### src/rtl/eda_regional_max_pkg.sv
// Shared types for the eda_regional_max controller: FSM states, default-geometry
// address typedefs and the {row,col} address builder.
package eda_regional_max_pkg;

  localparam int unsigned DEF_M       = 6;
  localparam int unsigned DEF_N       = 6;
  localparam int unsigned DEF_I_WIDTH = $clog2(DEF_M);
  localparam int unsigned DEF_J_WIDTH = $clog2(DEF_N);

  typedef logic [DEF_I_WIDTH-1:0]             row_t;
  typedef logic [DEF_J_WIDTH-1:0]             col_t;
  typedef logic [DEF_I_WIDTH+DEF_J_WIDTH-1:0] addr_t;

  typedef enum logic [2:0] {
    ST_IDLE,
    ST_CLEAR,
    ST_LOAD,
    ST_FLUSH,
    ST_SCAN,
    ST_DRAIN,
    ST_DONE
  } ctrl_state_e;

  // Addresses are a {row,col} concatenation, so col occupies the low col_w bits.
  function automatic int unsigned mk_addr(input int unsigned row,
                                          input int unsigned col,
                                          input int unsigned col_w);
    return (row << col_w) | col;
  endfunction

endpackage

### src/rtl/eda_raster_cnt.sv
// Raster-order row/col counter: col wraps COLS-1 -> 0 with row++, row wraps ROWS-1 -> 0.
module eda_raster_cnt #(
  parameter int unsigned ROWS  = 6,
  parameter int unsigned COLS  = 6,
  parameter int unsigned ROW_W = 3,
  parameter int unsigned COL_W = 3
) (
  input  logic             clk,
  input  logic             reset_n,
  input  logic             clr,
  input  logic             en,
  output logic [ROW_W-1:0] row,
  output logic [COL_W-1:0] col,
  output logic             last
);

  logic row_last;
  logic col_last;

  assign row_last = (row == ROW_W'(ROWS - 1));
  assign col_last = (col == COL_W'(COLS - 1));
  assign last     = row_last && col_last;

  always_ff @(posedge clk or negedge reset_n) begin
    if (!reset_n) begin
      row <= '0;
      col <= '0;
    end else if (clr) begin
      row <= '0;
      col <= '0;
    end else if (en) begin
      if (col_last) begin
        col <= '0;
        row <= row_last ? '0 : row + ROW_W'(1);
      end else begin
        col <= col + COL_W'(1);
      end
    end
  end

endmodule

### src/rtl/eda_regional_max_ctrl.sv
// Frame sequencer for the eda_regional_max core: clear, raster load, scan, drain, done.
// Optional EDA_CTRL_PERF_EN adds frame_cycles (start sample to frame_done, saturating).
module eda_regional_max_ctrl
  import eda_regional_max_pkg::*;
#(
  parameter  int unsigned M            = 6,
  parameter  int unsigned N            = 6,
  parameter  int unsigned PIXEL_WIDTH  = 8,
  parameter  int unsigned SCAN_STRIDE  = 2,
  parameter  int unsigned CORE_LATENCY = 3,
  localparam int unsigned I_WIDTH      = $clog2(M),
  localparam int unsigned J_WIDTH      = $clog2(N),
  localparam int unsigned ADDR_WIDTH   = I_WIDTH + J_WIDTH
) (
  input  logic                   clk,
  input  logic                   reset_n,
  input  logic                   start,
  input  logic                   abort,
  input  logic                   s_valid,
  output logic                   s_ready,
  input  logic [PIXEL_WIDTH-1:0] s_data,
  output logic                   write_en,
  output logic [ADDR_WIDTH-1:0]  wr_addr,
  output logic [PIXEL_WIDTH-1:0] pixel_in,
  output logic [ADDR_WIDTH-1:0]  center_addr,
  output logic                   new_pixel,
  output logic                   clear,
  output logic                   busy,
  output logic                   frame_done
`ifdef EDA_CTRL_PERF_EN
  ,
  output logic [31:0]            frame_cycles
`endif
);

  localparam int unsigned TICK_MAX = (SCAN_STRIDE > CORE_LATENCY) ? SCAN_STRIDE : CORE_LATENCY;
  localparam int unsigned TICK_W   = (TICK_MAX > 1) ? $clog2(TICK_MAX) : 1;

  ctrl_state_e        state_q, state_d;
  logic               abort_clr_q, abort_clr_d;
  logic [TICK_W-1:0]  tick_q;
  logic               beat;
  logic               slot_end;
  logic [I_WIDTH-1:0] ld_row, sc_row;
  logic [J_WIDTH-1:0] ld_col, sc_col;
  logic               ld_last, sc_last;

  assign beat     = s_ready && s_valid;
  assign slot_end = (state_q == ST_SCAN) && (tick_q == TICK_W'(SCAN_STRIDE - 1));

  eda_raster_cnt #(.ROWS(M), .COLS(N), .ROW_W(I_WIDTH), .COL_W(J_WIDTH)) u_load_cnt (
    .clk    (clk),
    .reset_n(reset_n),
    .clr    (clear),
    .en     (beat),
    .row    (ld_row),
    .col    (ld_col),
    .last   (ld_last)
  );

  eda_raster_cnt #(.ROWS(M), .COLS(N), .ROW_W(I_WIDTH), .COL_W(J_WIDTH)) u_scan_cnt (
    .clk    (clk),
    .reset_n(reset_n),
    .clr    (clear),
    .en     (slot_end),
    .row    (sc_row),
    .col    (sc_col),
    .last   (sc_last)
  );

  assign center_addr = ADDR_WIDTH'(mk_addr(32'(sc_row), 32'(sc_col), J_WIDTH));

  // CLEAR serves both frame start and abort; abort_clr_q picks its successor.
  always_comb begin
    state_d     = state_q;
    abort_clr_d = abort_clr_q;
    s_ready     = 1'b0;
    clear       = 1'b0;
    new_pixel   = 1'b0;
    frame_done  = 1'b0;
    busy        = (state_q != ST_IDLE);
    unique case (state_q)
      ST_IDLE: begin
        if (start && !abort) begin
          state_d     = ST_CLEAR;
          abort_clr_d = 1'b0;
        end
      end
      ST_CLEAR: begin
        clear   = 1'b1;
        state_d = abort_clr_q ? ST_IDLE : ST_LOAD;
      end
      ST_LOAD: begin
        s_ready = 1'b1;
        if (s_valid && ld_last) state_d = ST_FLUSH;
      end
      ST_FLUSH: state_d = ST_SCAN;
      ST_SCAN: begin
        new_pixel = (tick_q == '0);
        if (slot_end && sc_last) state_d = (CORE_LATENCY == 0) ? ST_DONE : ST_DRAIN;
      end
      ST_DRAIN: begin
        if (tick_q == TICK_W'(CORE_LATENCY - 1)) state_d = ST_DONE;
      end
      ST_DONE: begin
        frame_done = 1'b1;
        state_d    = ST_IDLE;
      end
      default: state_d = ST_IDLE;
    endcase
    if (abort && (state_q != ST_IDLE)) begin
      state_d     = ST_CLEAR;
      abort_clr_d = 1'b1;
    end
  end

  always_ff @(posedge clk or negedge reset_n) begin
    if (!reset_n) begin
      state_q     <= ST_IDLE;
      abort_clr_q <= 1'b0;
      tick_q      <= '0;
      write_en    <= 1'b0;
      wr_addr     <= '0;
      pixel_in    <= '0;
    end else begin
      state_q     <= state_d;
      abort_clr_q <= abort_clr_d;
      write_en    <= beat && !abort;
      if (beat) begin
        wr_addr  <= ADDR_WIDTH'(mk_addr(32'(ld_row), 32'(ld_col), J_WIDTH));
        pixel_in <= s_data;
      end
      if (state_q == ST_SCAN)       tick_q <= slot_end ? '0 : tick_q + TICK_W'(1);
      else if (state_q == ST_DRAIN) tick_q <= tick_q + TICK_W'(1);
      else                          tick_q <= '0;
    end
  end

`ifdef EDA_CTRL_PERF_EN
  logic [31:0] cyc_q;

  // Re-armed to 1 every idle cycle so the count already reads 1 in the CLEAR cycle.
  always_ff @(posedge clk or negedge reset_n) begin
    if (!reset_n) begin
      cyc_q        <= '0;
      frame_cycles <= '0;
    end else begin
      if (state_q == ST_IDLE)  cyc_q <= 32'd1;
      else if (cyc_q != '1)    cyc_q <= cyc_q + 32'd1;
      if (frame_done) frame_cycles <= cyc_q;
    end
  end
`endif

endmodule

### config.mk
export PLATFORM = sky130hd
export DESIGN_NAME = eda_regional_max_ctrl
export DESIGN_NICKNAME = d
export VERILOG_FILES = /design/src/rtl/eda_regional_max_pkg.sv /design/src/rtl/eda_raster_cnt.sv /design/src/rtl/eda_regional_max_ctrl.sv
export SDC_FILE = /design/constraint.sdc
export NUM_CORES = 1
export LEC_CHECK = 0
export BUFFER_PORTS_ARGS = -buffer_cell sky130_fd_sc_hd__buf_2
export CORE_MARGIN = 10
export CORE_UTILIZATION = 40
export CTS_CLUSTER_SIZE = 20
export DETAILED_ROUTE_END_ITERATION = 7
export HOLD_SLACK_MARGIN = 0.1
export MAX_ROUTING_LAYER = met4
export PLACE_DENSITY = 0.65
export SLEW_MARGIN = 20
export SYNTH_ARGS = -nofsm -noshare
export SYNTH_HDL_FRONTEND = slang
export SYNTH_SLANG_ARGS = --single-unit
### constraint.sdc
create_clock -name clk -period 1.7 [get_ports clk]
set_input_delay 0.425 -clock clk [delete_from_list [all_inputs] [get_ports clk]]
set_output_delay 0.425 -clock clk [all_outputs]
set_load 0.02 [all_outputs]
==> results of run 1 <==
==> final cells by class <==
cell class,count,area share
clock buffers,6,0.0366
clock inverters,2,0.00505
inverters,8,0.0152
multi-input cells,89,0.333
flip-flops and latches,33,0.418
well taps,48,0.0303
repair buffers,51,0.162
==> power groups by stage <==
stage	sequential (mW)	combinational [mW]	clock (mW)
3_5_place_dp	1.07	1.01	0
6_report	1.07	1.08	0.561
2_1_floorplan	1.19	0.515	0
5_1_grt	1.09	1.18	0.613
4_1_cts	1.07	1.08	0.570
3_3_place_gp	1.06	0.982	0
==> stage by stage <==
stage,power [mW],util,instance area (sq um)
floorplan,1.70,-,1550
global route,2.88,0.533,1980
global placement,2.04,0.495,1840
finish,2.72,0.533,1980
detailed placement,2.08,0.495,1840
CTS,2.72,0.530,1970
==> worst register-to-register path, stage by stage, from the launching register on <==
cell     delay, ps
dfrtp_1        390
inv_1           80
ha_1           270
nand4_2        200
or3b_1         400
a21oi_1        140
==> per-layer routing <==
layer | GRT usage | vias up
li1 | - | 585
met1 | 0.130 | 582
met2 | 0.187 | 43
met3 | 0.0432 | 7
met4 | 0.0459 | 0
met5 | - | -
==> worst paths after layout <==
check | end
setup / recovery | s_ready
max in group asynchronous | state_q[1]
hold reg to reg | wr_addr[1]
hold / removal | pixel_in[6]
setup reg to reg | u_scan_cnt.col[2]
min in group asynchronous | pixel_in[0]
==> flip-flops by register name, summed over array words and instances (netlist names) <==
signal	flops
abort_clr_q	1
u_scan_cnt.col	3
tick_q	2
pixel_in	8
u_load_cnt.col	3
u_scan_cnt.row	3
u_load_cnt.row	3
wr_addr	6
state_q	3
write_en	1
==> layout by cell type (no fill, tap or decap), types with 2 or more instances in the layout <==
| master | instances |
|---|---|
| inv_2 | 3 |
| or3_1 | 2 |
| a21oi_1 | 11 |
| clkbuf_8 | 5 |
| mux2_1 | 7 |
| o21ai_1 | 3 |
| and4b_1 | 2 |
| nor2b_1 | 3 |
| nor3_1 | 4 |
| buf_4 | 12 |
| mux2i_1 | 2 |
| ha_1 | 3 |
| nand3_1 | 4 |
| nor2_1 | 10 |
| dfrtp_1 | 31 |
| buf_12 | 2 |
| nand4b_1 | 2 |
| dfrtp_2 | 2 |
| buf_2 | 36 |
| clkinv_2 | 2 |
| mux2_4 | 6 |
| nor4b_1 | 2 |
| nand2_1 | 9 |
| inv_1 | 5 |
==> repair_timing <==
item                                   CTS  global route
setup endpoints to repair                4             3
endpoints found under the hold margin   16             0
hold buffers                             1             0
buffers inserted                         4             1
pin swaps                                1             0
resized for setup                        3             3
==> cells by family (layout without fill, tap and decap cells) <==
logic type / count (synthesis) / count (layout) / share of synthesized area
xor+xnor: 2 / 2 / 0.0113
fa+ha+maj: 3 / 3 / 0.0242
simple gates: 47 / 47 / 0.178
compound gates: 22 / 22 / 0.0872
buf+inv: 12 / 67 / 0.0444
mux: 15 / 15 / 0.122
flops: 33 / 33 / 0.533
==> metrics list, run 1 <==
* Outcome: finished, violations left
* Violations in the final reports: setup timing
- Number of unique standard cell types used by synthesis: 39
- Switching power total: 1.01 mW
- Time the final worst path needs with I/O delays and setup: 1700 ps
- Horizontal extent of the die: 82.2 um
- By count the netlist is led by 33 x dfrtp_1, 11 x a21oi_1, 10 x nor2_1.
* CTS clock-pin slew for the worst setup and hold paths: 70 ps
- Tightest hold margin: 354 ps
- TritonCTS clock tree: yes
* RePlAce Congestion: 0.841
* Num CTS Buffers: 5
- Die boundary height: 82.2 um
- Number of nets in the finished design: 204
- For the pin with the worst max-slew slack, the measured transition is 393 ps.
- After floorplanning, the core was sized to cover 3720 sq um.
- Post-synthesis sequential element count: 33
* Crit share post-route: 1.00
- HPWL reported at the end of detailed placement: 2.73 mm
- Entering global routing, the biggest net connects 18 pins.
- The number of pins exceeding their max-slew limit in the final report came to 0.
- Worst Slack Setup Final: -1.35 ps
- Power per standard cell area: 1370 nW/um^2
- Area of the die: 6760 sq um
- The critical path contains buffers and inverters numbering 2 combined.
* Path class of the lowest-slack min-delay path: in -> reg
- Leakage Power: 0.985 nW
- Biggest area consumer among synthesized cells: dfrtp_1
- Synthesized Nets: 150
* Gate family responsible for the most delay along the worst path: flip-flops
- Area used by multi-input combinational logic: 659 sq um
- Final setup vio count: 1
- Initial Util: 0.417
- The cell that appears most often on the critical path is buf_4.
- Final Skew: 10.2 ps
- Global route overflow: 0
- Number of cells in the design after placement: 223
- The detailed router finished its first iteration with 127 violations.
- Floorplan row count: 22
- The cell count after synthesis came out at 134.
- The Yosys step of the flow raised 0 warnings.
* CP startpoint: state_q[2]
* Endpoint class of the critical path: primary output
* VDD IR max: 0.000776 V
- For the worst setup path, the data arrival time is 1280 ps.
- Clock network fraction of design power: 0.207
* Wire length of the first global-routing pass: 5.98 mm
* Fill cell instance count of the final layout: 353
- Type of element launching the critical path: flop
* Fraction of the yosys area taken by sequential cells: 0.533
- Setup repair after global routing could not meet its margin everywhere.
* H-tree depth: 2
- The initial antenna violation count is 0.
- Once layout is complete, the cells apart from fillers number 237.
- Mapped Avg Cell Area: 11.6 sq um
* Detailed Route WL: 3.58 mm
* Number of maximum-capacitance constraint violations: 0
- Yosys instantiated no cell more often than dfrtp_1.
- The number of hold violations in the final report is 0.
- Number of sinks handled by clock tree synthesis: 33
* Metal3 WL: 281 um
* Ratio of cells with drive above 1 in the final layout: 0.376
- Once detail routing completed, the nets flagged for antenna violations numbered 0.
- Yosys attributes the largest share of cell area to dfrtp_1 53%, mux2_4 5.8%, mux2_1 5.1%.
* Async set-reset flop share out of synthesis: 1.00
* Normalized max-slew margin: 0.731
- The number of global-route vias before repair was 1252.
- In the final layout, flip-flops and latches occupy 828 sq um.
- Counting along the longest clock path gives a buffer depth of 2.
- I/O pin cnt: 39
* Combinational cell fraction of total power: 0.399
- Switching Fraction: 0.373
- Clk Latency, worst-skew pair: 280 ps
- Setup TNS: -1.35 ps
- CTS root buffer: clkbuf_8
* Setup CP Type: reg -> out
- The worst register-to-register path has a setup slack of 150 ps.
* Main synth FF type: dfrtp_1
- Master of the slowest instance on the critical path: dfrtp_1
* Detailed-route wire length per cell: 15.1 um
* DRT Pass-1 Iters: 4
- Met1 routed wirelength after detailed routing: 1.50 mm
* Synthesized cell area: 1550 sq um
* Met2 Wirelength: 1.74 mm
* Sequence of cells on the critical path: buf_4 > nor3_1 > buf_4
- Detail-routed via count per cell: 5.14
- Counting instances, the worst hold path has a depth of 2.
- Count of input and output buffers: 38
- Total stage count of the critical path: 3
- In this design, the stage delay of the slowest critical-path cell is 400 ps.
- Detailed routing inserted a total of 1217 vias.
* Max frequency: 588 MHz
- The startpoint identified for the worst hold timing path is s_data[6].
- Register share of total power: 0.395
- In this run, synthesis inferred 0 flip-flops with an integrated enable.
* Global-route usage over all layers: 0.117
- Required time reported for the critical path endpoint: 1270 ps
- After detailed routing, the number of remaining DRC violations is 0.
- Worst slack, placed: 159 ps
* Area Growth Syn to Fin: 27.9%
- The number of cells on the worst reg-to-reg path is 5.
- Share of Yosys cell area claimed by the top area cell type: 0.533
* Internal power consumption: 1.70 mW
- In this run the critical register-to-register path is launched from tick_q[1].
- After detailed routing, no signal wire sits above met4.
* Count of antenna diodes in the layout: 0
- Largest driver fanout on the critical path: 7
Note: power is estimated with default switching activity, not from simulation.
==> inputs of run 2 (changes only) <==
Settings changed: GPL_TIMING_DRIVEN set to 0.
==> run 2 against run 1 <==
Worst hold slack worse by 170 ps; die area unchanged; critical endpoint is now clear; largest power group unchanged; the flow now finishes without violations; final cell count up 2.1%; non-clock buffer count up 5; cell area up 6.6%; core utilization up 3.5 points; register-to-register slack worse by 100 ps.
==> metrics list, run 2 (synthesis gave the netlist of run 1 again) <==
- Outcome: completed
- Of the cells placed in the final design, the portion with a size suffix greater than 1 is 0.428.
- Detailed-route wire length per cell: 15.4 um
- Max frequency: 594 MHz
- Required time reported for the critical path endpoint: 1270 ps
* Largest regs: pixel_in: 8 flops, wr_addr: 6 flops
- Setup TNS: 0 ps
* Floorplan Core Area: 3720 sq um
- For this configuration, the core starts out at a cell density of 0.417.
* Transition time at the pin with the least slew margin: 728 ps
- Max-cap violations in this run came to 0.
- Count of antenna-violating nets left after detailed routing: 0
* Initial DRC Count: 79
* Master of the slowest instance on the critical path: dfrtp_1
- Count of input and output buffers: 38
* Register share of total power: 0.341
- Maximum number of pins on one net before global-route repair: 34
- STA puts the critical path data arrival time at 1260 ps.
- Clock network fraction of design power: 0.240
- Of the available clock period, the critical path in the final layout requires 0.990.
- Ranked by flip-flop count, first place goes to pixel_in.
* Final Skew: 11.0 ps
- Measured in cells, the most critical reg-to-reg path has a length of 5.
- CTS root buffer: clkbuf_8
- Area of the die: 6760 sq um
* Detail-routed via count per cell: 5.25
- RePlAce Congestion: 0.804
* Count of antenna diodes in the layout: 0
- Commonest non-fill, non-tap cells in the layout: 34 x buf_2, 31 x dfrtp_1, 14 x buf_4
- Worst slack, placed: -2.64 ps
* Number of nets in the finished design: 209
- Final setup vio count: 0
- In this design, the stage delay of the slowest critical-path cell is 390 ps.
- The number of pins exceeding their max-slew limit in the final report was 0.
- The filler cells instantiated in the layout total 330.
- The number of hold violations in the final report was 0.
- Setup CP Type: reg -> out
- TritonCTS clock tree: yes
- Measured against its own limit, the worst slew margin works out to 0.515.
* Die boundary height: 82.2 um
- Global-route usage over all layers: 0.117
* Initial antenna violation count: 0
- Of the total power, combinational logic draws 0.419.
- Horizontal extent of the die: 82.2 um
- Most used cell along the critical path: buf_6
* Switching power total: 1.13 mW
* Global-route track usage on met1: 0.133
- Vias in the first global route: 1277
* Num CTS Buffers: 5
- Detailed placement ended at an HPWL of 2.54 mm.
- Unrepaired setup endpoints after global routing: true
- After clock tree synthesis, the clock-pin slew on the worst setup and hold paths is 80 ps.
* Most Used Layer, Global Route: met2
* Area Growth Syn to Fin: 36.3%
- Final design instance area without fill: 2110 sq um
* Leakage Power: 1.03 nW
- Detailed Route WL: 3.72 mm
* Worst Slack Setup Final: 16.8 ps
* Buf/Inv on CP: 4
- The critical path crosses 5 cells after its start point.
- H-tree depth: 2
* Post-detailed-route DRC marker count: 0
- Maximum clock insertion buffer count: 2
* Global route overflow: 0
- Sequence of cells on the critical path: buf_6 > clkinvlp_4 > nand3_4 > inv_4 > buf_6
- DRT Pass-1 Iters: 4
- For this design, the sink count on the clock tree is 33.
- Endpoint class of the critical path: primary output
- Across the VDD grid, the largest voltage drop is 0.000714 V.
- Floorplan row count: 22
* Met3 usage in global routing: 0.0508
* Via Count: 1271
- The worst setup path is launched from a flop.
- The internal portion of the total power is 2.00 mW.
- Pin placement for this block handled 39 I/O pins.
- Clk Latency, worst-skew pair: 290 ps
* Number of flip-flops in the largest register: 8
* Switching Fraction: 0.362
- Placed Area: 1800 sq um
- Of all nets on the critical path, the largest fanout is 6.
* Gate family responsible for the most delay along the worst path: buffers and inverters
- The tightest min-delay check is of the in -> async type.
- The first global-routing pass estimated 5.99 mm of wire.
- Time the final worst path needs with I/O delays and setup: 1680 ps
- Met2 track utilization from global routing: 0.180
* Power per standard cell area: 1480 nW/um^2
- Leading cell type in the layout, fill and taps excluded: buf_2
==> run 2: what timing repair did <==
item                                    in CTS  in global routing
resized for setup                           13                 10
pin swaps                                    1                  3
gates cloned                                 0                  0
endpoints found under the setup margin       5                 11
setup buffers                                7                  7
hold buffers                                 0                  0
==> run 2: power by group through the flow <==
stage | logic (mW) | clock network, mW | registers, mW
after CTS | 1.12 | 0.765 | 1.06
after floorplan | 0.515 | 0 | 1.19
after global placement | 0.925 | 0 | 1.06
final | 1.31 | 0.750 | 1.07
after detailed placement | 0.941 | 0 | 1.07
after global routing | 1.40 | 0.807 | 1.09
==> run 2: area by class of cell <==
class	instances	area, sq um	area share
Timing Repair Buffer	52	329	0.156
Multi-Input combinational cell	89	691	0.327
Tap cell	48	60.1	0.0284
Sequential cell	33	828	0.392
Clock buffer	5	68.8	0.0326
Inverter	8	36.3	0.0172
Buffer	4	52.6	0.0249
Clock inverter	3	46.3	0.0219
==> run 2: final timing paths <==
kind | endpoint | startpoint | slack (ps)
max | clear | state_q[2] | 20
min | u_load_cnt.row[0] | reset_n | 180
max reg2reg | pixel_in[5] | state_q[0] | 50
min reg2reg | pixel_in[6] | pixel_in[6] | 480
max in group asynchronous | state_q[0] | reset_n | 1010
min in group clk | pixel_in[0] | s_data[0] | 350
==> run 2: stage by stage <==
stage / utilization / std cells / hold WS (ps) / power (mW)
3_3_place_gp: 0.484 / 220 / 453 / 1.98
3_5_place_dp: 0.484 / 220 / 462 / 2.01
4_1_cts: 0.543 / 235 / 201 / 2.94
6_report: 0.568 / 242 / 182 / 3.13
5_1_grt: 0.568 / 242 / 234 / 3.30
2_1_floorplan: - / 134 / 129 / 1.70
==> run 2: layer usage <==
metal  routed length (um)  share of wire  up-vias
li1                     -              -      593
met1                 1540           0.41      631
met2                 1820           0.49       42
met3                  332          0.089        5
met4                   33         0.0089        0
met5                    0              0        -
